===== src/rtl/m_axi_read.sv =====
// AXI4-Lite read master that reads or polls the AXI DMA MM2S/S2MM status registers.
// Optional handshake watchdog is enabled by defining M_AXI_READ_TIMEOUT_EN.
module m_axi_read #(
    parameter int GLOB_ADDR_WIDTH = 32,
    parameter int GLOB_DATA_WIDTH = 32,
    parameter int DMA_POLL_TASK_CNT = 2,
    parameter int POLL_CNT_WIDTH = 16,
    parameter logic [POLL_CNT_WIDTH-1:0] POLL_MAX = {POLL_CNT_WIDTH{1'b1}},
    parameter int POLL_GAP = 4,
    parameter int TIMEOUT_CYCLES = 1024
) (
    input  logic                         clk,
    input  logic                         reset,
    output logic [GLOB_ADDR_WIDTH-1:0]   M_AXI_ARADDR,
    output logic                         M_AXI_ARVALID,
    input  logic                         M_AXI_ARREADY,
    input  logic [GLOB_DATA_WIDTH-1:0]   M_AXI_RDATA,
    input  logic [1:0]                   M_AXI_RRESP,
    input  logic                         M_AXI_RVALID,
    output logic                         M_AXI_RREADY,
    input  logic [GLOB_ADDR_WIDTH-1:0]   ext_bank0_out_dmaBaseAddr,
    input  logic [DMA_POLL_TASK_CNT-1:0] slaveReadReq,
    input  logic [GLOB_DATA_WIDTH-1:0]   slavePollMask,
    output logic [DMA_POLL_TASK_CNT-1:0] slaveReadFin,
    output logic [GLOB_DATA_WIDTH-1:0]   slaveReadData,
    output logic [1:0]                   slaveReadErr,
    output logic [POLL_CNT_WIDTH-1:0]    slavePollCnt
);
    localparam logic [GLOB_ADDR_WIDTH-1:0] MM2S_OFS = GLOB_ADDR_WIDTH'(32'h0000_0004);
    localparam logic [GLOB_ADDR_WIDTH-1:0] S2MM_OFS = GLOB_ADDR_WIDTH'(32'h0000_0034);
    localparam logic [31:0] GAP_LIM = 32'(POLL_GAP);

    typedef enum logic [2:0] {
        S_IDLE   = 3'd0,
        S_RADDR  = 3'd1,
        S_RDATA  = 3'd2,
        S_CHECK  = 3'd3,
        S_GAP    = 3'd4,
        S_UNLOCK = 3'd5
    } state_t;

    state_t                       state_r;
    logic [DMA_POLL_TASK_CNT-1:0] served_r;
    logic [GLOB_DATA_WIDTH-1:0]   mask_r;
    logic [1:0]                   rresp_r;
    logic [31:0]                  gap_cnt_r;
    logic [DMA_POLL_TASK_CNT-1:0] lowest_req_s;
    logic                         gap_done_s;

    // Isolating the lowest set bit gives lowest-index-wins arbitration.
    assign lowest_req_s = slaveReadReq & (~slaveReadReq + DMA_POLL_TASK_CNT'(1));
    assign gap_done_s   = ((gap_cnt_r + 32'd1) >= GAP_LIM);

`ifdef M_AXI_READ_TIMEOUT_EN
    localparam logic [31:0] WD_LIM = 32'(TIMEOUT_CYCLES - 1);
    logic [31:0] wd_cnt_r;
    logic        wd_fire_s;

    assign wd_fire_s = (wd_cnt_r == WD_LIM);

    // Watchdog: consecutive RADDR/RDATA cycles without the pending handshake.
    always_ff @(posedge clk) begin
        if (reset) begin
            wd_cnt_r <= 32'd0;
        end else if ((state_r == S_RADDR && !M_AXI_ARREADY) ||
                     (state_r == S_RDATA && !M_AXI_RVALID)) begin
            wd_cnt_r <= wd_fire_s ? 32'd0 : wd_cnt_r + 32'd1;
        end else begin
            wd_cnt_r <= 32'd0;
        end
    end
`endif

    // Main request FSM with registered AXI and slave-side outputs.
    always_ff @(posedge clk) begin
        if (reset) begin
            state_r       <= S_IDLE;
            served_r      <= {DMA_POLL_TASK_CNT{1'b0}};
            mask_r        <= {GLOB_DATA_WIDTH{1'b0}};
            rresp_r       <= 2'b00;
            gap_cnt_r     <= 32'd0;
            M_AXI_ARADDR  <= {GLOB_ADDR_WIDTH{1'b0}};
            M_AXI_ARVALID <= 1'b0;
            M_AXI_RREADY  <= 1'b0;
            slaveReadFin  <= {DMA_POLL_TASK_CNT{1'b0}};
            slaveReadData <= {GLOB_DATA_WIDTH{1'b0}};
            slaveReadErr  <= 2'b00;
            slavePollCnt  <= {POLL_CNT_WIDTH{1'b0}};
        end else begin
            slaveReadFin <= {DMA_POLL_TASK_CNT{1'b0}};
            case (state_r)
                S_IDLE: begin
                    if (slaveReadReq != {DMA_POLL_TASK_CNT{1'b0}}) begin
                        served_r      <= lowest_req_s;
                        mask_r        <= slavePollMask;
                        M_AXI_ARADDR  <= ext_bank0_out_dmaBaseAddr +
                                         (lowest_req_s[0] ? MM2S_OFS : S2MM_OFS);
                        slavePollCnt  <= {POLL_CNT_WIDTH{1'b0}};
                        M_AXI_ARVALID <= 1'b1;
                        state_r       <= S_RADDR;
                    end
                end
                S_RADDR: begin
                    if (M_AXI_ARREADY) begin
                        M_AXI_ARVALID <= 1'b0;
                        M_AXI_RREADY  <= 1'b1;
                        if (slavePollCnt != POLL_MAX) begin
                            slavePollCnt <= slavePollCnt + POLL_CNT_WIDTH'(1);
                        end
                        state_r <= S_RDATA;
                    end
`ifdef M_AXI_READ_TIMEOUT_EN
                    else if (wd_fire_s) begin
                        M_AXI_ARVALID <= 1'b0;
                        slaveReadFin  <= served_r;
                        slaveReadErr  <= 2'b11;
                        state_r       <= S_UNLOCK;
                    end
`endif
                end
                S_RDATA: begin
                    if (M_AXI_RVALID) begin
                        M_AXI_RREADY  <= 1'b0;
                        slaveReadData <= M_AXI_RDATA;
                        rresp_r       <= M_AXI_RRESP;
                        state_r       <= S_CHECK;
                    end
`ifdef M_AXI_READ_TIMEOUT_EN
                    else if (wd_fire_s) begin
                        M_AXI_RREADY <= 1'b0;
                        slaveReadFin <= served_r;
                        slaveReadErr <= 2'b11;
                        state_r      <= S_UNLOCK;
                    end
`endif
                end
                S_CHECK: begin
                    // Bus error beats completion, completion beats exhaustion.
                    if (rresp_r != 2'b00) begin
                        slaveReadFin <= served_r;
                        slaveReadErr <= 2'b01;
                        state_r      <= S_UNLOCK;
                    end else if ((mask_r == {GLOB_DATA_WIDTH{1'b0}}) ||
                                 ((slaveReadData & mask_r) != {GLOB_DATA_WIDTH{1'b0}})) begin
                        slaveReadFin <= served_r;
                        slaveReadErr <= 2'b00;
                        state_r      <= S_UNLOCK;
                    end else if (slavePollCnt == POLL_MAX) begin
                        slaveReadFin <= served_r;
                        slaveReadErr <= 2'b10;
                        state_r      <= S_UNLOCK;
                    end else begin
                        gap_cnt_r <= 32'd0;
                        state_r   <= S_GAP;
                    end
                end
                S_GAP: begin
                    if (gap_done_s) begin
                        M_AXI_ARVALID <= 1'b1;
                        state_r       <= S_RADDR;
                    end else begin
                        gap_cnt_r <= gap_cnt_r + 32'd1;
                    end
                end
                S_UNLOCK: begin
                    state_r <= S_IDLE;
                end
                default: begin
                    M_AXI_ARVALID <= 1'b0;
                    M_AXI_RREADY  <= 1'b0;
                    state_r       <= S_IDLE;
                end
            endcase
        end
    end
endmodule


===== config.mk =====
export PLATFORM = sky130hd
export DESIGN_NAME = m_axi_read
export DESIGN_NICKNAME = d
export VERILOG_FILES = /design/src/rtl/m_axi_read.sv
export SDC_FILE = /design/constraint.sdc
export NUM_CORES = 1
export LEC_CHECK = 0
export ABC_AREA = 1
export CORE_ASPECT_RATIO = 1.25
export CORE_MARGIN = 10
export CORE_UTILIZATION = 52
export CTS_BUF_LIST = sky130_fd_sc_hd__clkbuf_4 sky130_fd_sc_hd__clkbuf_8
export CTS_CLUSTER_SIZE = 30
export DETAILED_ROUTE_END_ITERATION = 6
export GPL_ROUTABILITY_DRIVEN = 0
export GPL_TIMING_DRIVEN = 0
export PLACE_DENSITY_LB_ADDON = 0.25
export SETUP_SLACK_MARGIN = 0.3
export SLEW_MARGIN = 20
export SYNTH_ARGS = -nofsm -noshare
export SYNTH_HDL_FRONTEND = slang
export SYNTH_SLANG_ARGS = --single-unit

===== constraint.sdc =====
create_clock -name clk -period 3.2 [get_ports clk]
set_input_delay 0.64 -clock clk [delete_from_list [all_inputs] [get_ports clk]]
set_output_delay 0.64 -clock clk [all_outputs]
set_load 0.01 [all_outputs]

==> flow_summary.ini <==
[sta]
setup_ws_ps = 503
final.period_utilization_pct = 84.3
fmax_ghz = 0.371
slew_headroom_pct = 50.4
finalClockSkew_ps = 11.9
hold_violations = 0
worst_pin_slew_ps = 744
grt_setup_unrepaired = false
period_minus_slack_ps = 2700
finalSetupViolations = 0
maxSlewViolCount = 0

[final_layout]
layout.nets = 1528
drive_gt1_share_pct = 10.3
diodes = 0
syn2layout_area_growth_pct = 32.3

[power_and_ir_drop]
switchingPower_w = 0.00274
p_int_w = 0.00443
p_total_w = 0.00717
pwr-share-seq_pct = 37.3
power_frac_comb_pct = 40.0
power.share.clock_pct = 22.7
leakagePower_nw = 4.75
power.density_mw_per_mm2 = 662
ir_worst_vdd_v = 0.000701
swShare_pct = 38.2

[logic_synthesis]
yosys.cell_count.top_type = nand2_1
syn_nets = 1319
synth-edff-count = 0
netlist_area_mm2 = 0.00819
netlist_top_cells_area = dfxtp_1, nand2_1, nor2_1
yosys.area.top_type_share_pct = 38.4
ys_ff_latch = 157
ys_seq_area_share_pct = 38.4
ys.flop_type = dfxtp_1
yosysTopAreaCell = dfxtp_1
syn_inst = 1210
synth_cell_types = 39
ys_async_sr_fraction_pct = 0
syn_area_per_cell_um2 = 6.77
synth_common_cells = nand2_1, nor2_1, dfxtp_1, inv_1, o21ai_0
yosys_warnings = 0

[drt]
drc = 0
drt_iter0_markers = 517
wire_per_inst_um = 15.4
wirelength_um = 25300
vias = 8553
firstDrtPassIters = 5
ant_nets = 0
via_per_inst = 5.20

[clock_tree]
clk_latency_ps = 460
cts_root_buffer = clkbuf_8
cts_buffers = 17
htreeDepth = 4
clockBufferDepth = 2
cts.sinks = 157
cts_hold_buf = 0
clkTransAtPathRegs_ps = 80
cts_tree = done

[placed_design]
port_buffers = 189
hpwl_um = 19700
dp_slack_ps = -257

[worst_setup_path]
path_class = in2reg
cp-start-kind = primary input
endpoint_kind = flip-flop
crit_fanout = 4
cp.required_ps = 3560
critPathArrivalTime_ps = 3050

[floorplan]
start_util_pct = 52.8
fp.dieArea_mm2 = 0.0212
ios = 190
core_area_mm2 = 0.0155
std_cell_rows = 51
dieWidth_um = 132
die_h_um = 160

[grt]
grt_pass1_wl_um = 39900
grt_pass1_vias = 8273
grt_max_degree = 17
antenna_found_initial = 0
grt_overflow = 0
track_usage_pct = 22.8

[run_status]
status = completed

[run]
cap_violations = 0

[min_path]
hold_class = reg2reg
==> metal layers <==
layer / wire (µm) / GRT usage [%] / part of all wire (%) / vias to the layer above
li1: - / - / - / 4296
met1: 9720 / 23.5 / 38 / 3928
met2: 12900 / 41.5 / 51 / 273
met3: 1930 / 7.74 / 7.6 / 56
met4: 773 / 8.97 / 3.1 / 0
met5: 0 / 0 / 0 / -
==> state kept, by name, indices dropped and copies added, names as in the netlist <==
register	cells
M_AXI_ARVALID	1
mask_r	32
slaveReadFin	2
slaveReadErr	2
slaveReadData	32
M_AXI_RREADY	1
slavePollCnt	16
M_AXI_ARADDR	32
state_r	3
rresp_r	2
gap_cnt_r	32
served_r	2
==> metrics by stage <==
step / std cells / utilization [%] / hold slack, ps / setup TNS [ps] / instance area [µm²]
global route: 1644 / 69.9 / 484 / 0 / 10800
CTS: 1643 / 69.6 / 472 / 0 / 10800
finish: 1644 / 69.9 / 473 / 0 / 10800
detailed placement: 1611 / 66.7 / 457 / -1290 / 10300
floorplan: 1210 / - / 434 / 0 / 8190
global placement: 1611 / 66.7 / 447 / -653 / 10300
==> cells in the final DEF, fill, tap and decap left out, drive strengths merged <==
master	count
bufinv	3
o221ai	2
and2	1
a21oi	64
xnor2	11
buf	16
a21boi	1
a31oi	3
o21a	13
clkinv	5
clkbuf	43
nor3	23
and3	2
o211ai	5
nor4	6
dfxtp	157
clkinvlp	2
inv	184
nand3b	11
o31ai	1
xor2	19
nand4	34
clkdlybuf4s50	189
nor3b	1
a211oi	2
or2	3
nor2	194
ha	5
nand3	75
o21ai	102
nand2	250
o21bai	5
==> repair_timing <==
action / CTS / global route
pin swaps: 0 / 2
resized for setup: 2 / 8
buffers inserted: 0 / 1
setup endpoints to repair: 4 / 8
==> critical path, stage by stage <==
cell and delay [ps]:
clkdlybuf4s50_1 480, inv_1 80, ha_1 350, nand3_1 80, nand2_1 130, nand2_1 100
inv_1 80, nand2_1 120, nor2_2 190, nand2_2 120, nor2_4 140, nand2_1 90
nor3_1 130, o21ai_0 140, o211ai_1 110, inv_1 50
==> final cells by class <==
type | count | area (µm²)
fill | 1326 | 4670
multi-input combinational | 833 | 4220
sequential | 157 | 3140
timing repair buffer | 190 | 1900
inverter | 183 | 687
clock buffer | 21 | 283
tap | 212 | 265
buffer | 37 | 178
clock inverter | 11 | 158
==> logic make-up (layout without fill, tap and decap cells) <==
group                      count (synthesis)  count (layout)  synth area share (%)
buffers and inverters                    220             442                  10.6
AOI/OAI and AO/OA                        198             198                  13.1
xor gates and xnor gates                  30              30                  3.21
and+or+nand+nor                          600             600                  34.0
DFF                                      157             157                  38.4
adders and majority gates                  5               5                 0.764
==> power groups by stage <==
| stage | registers, W | clock network (W) | logic (W) |
|---|---|---|---|
| global route | 0.00272 | 0.00172 | 0.00317 |
| finish | 0.00267 | 0.00163 | 0.00287 |
| detailed placement | 0.00270 | 0 | 0.00285 |
| global placement | 0.00269 | 0 | 0.00280 |
| floorplan | 0.00276 | 0 | 0.00157 |
| CTS | 0.00266 | 0.00164 | 0.00287 |
==> final timing paths <==
kind,start,end,slack (ps),cells past startpoint
max,slaveReadReq[0],M_AXI_ARADDR[26],500,16
min,gap_cnt_r[31],gap_cnt_r[31],470,2
max reg2reg,slavePollCnt[0],M_AXI_ARADDR[28],620,16
min reg2reg,gap_cnt_r[31],gap_cnt_r[31],470,2
Note: power is estimated with default switching activity, not from simulation.
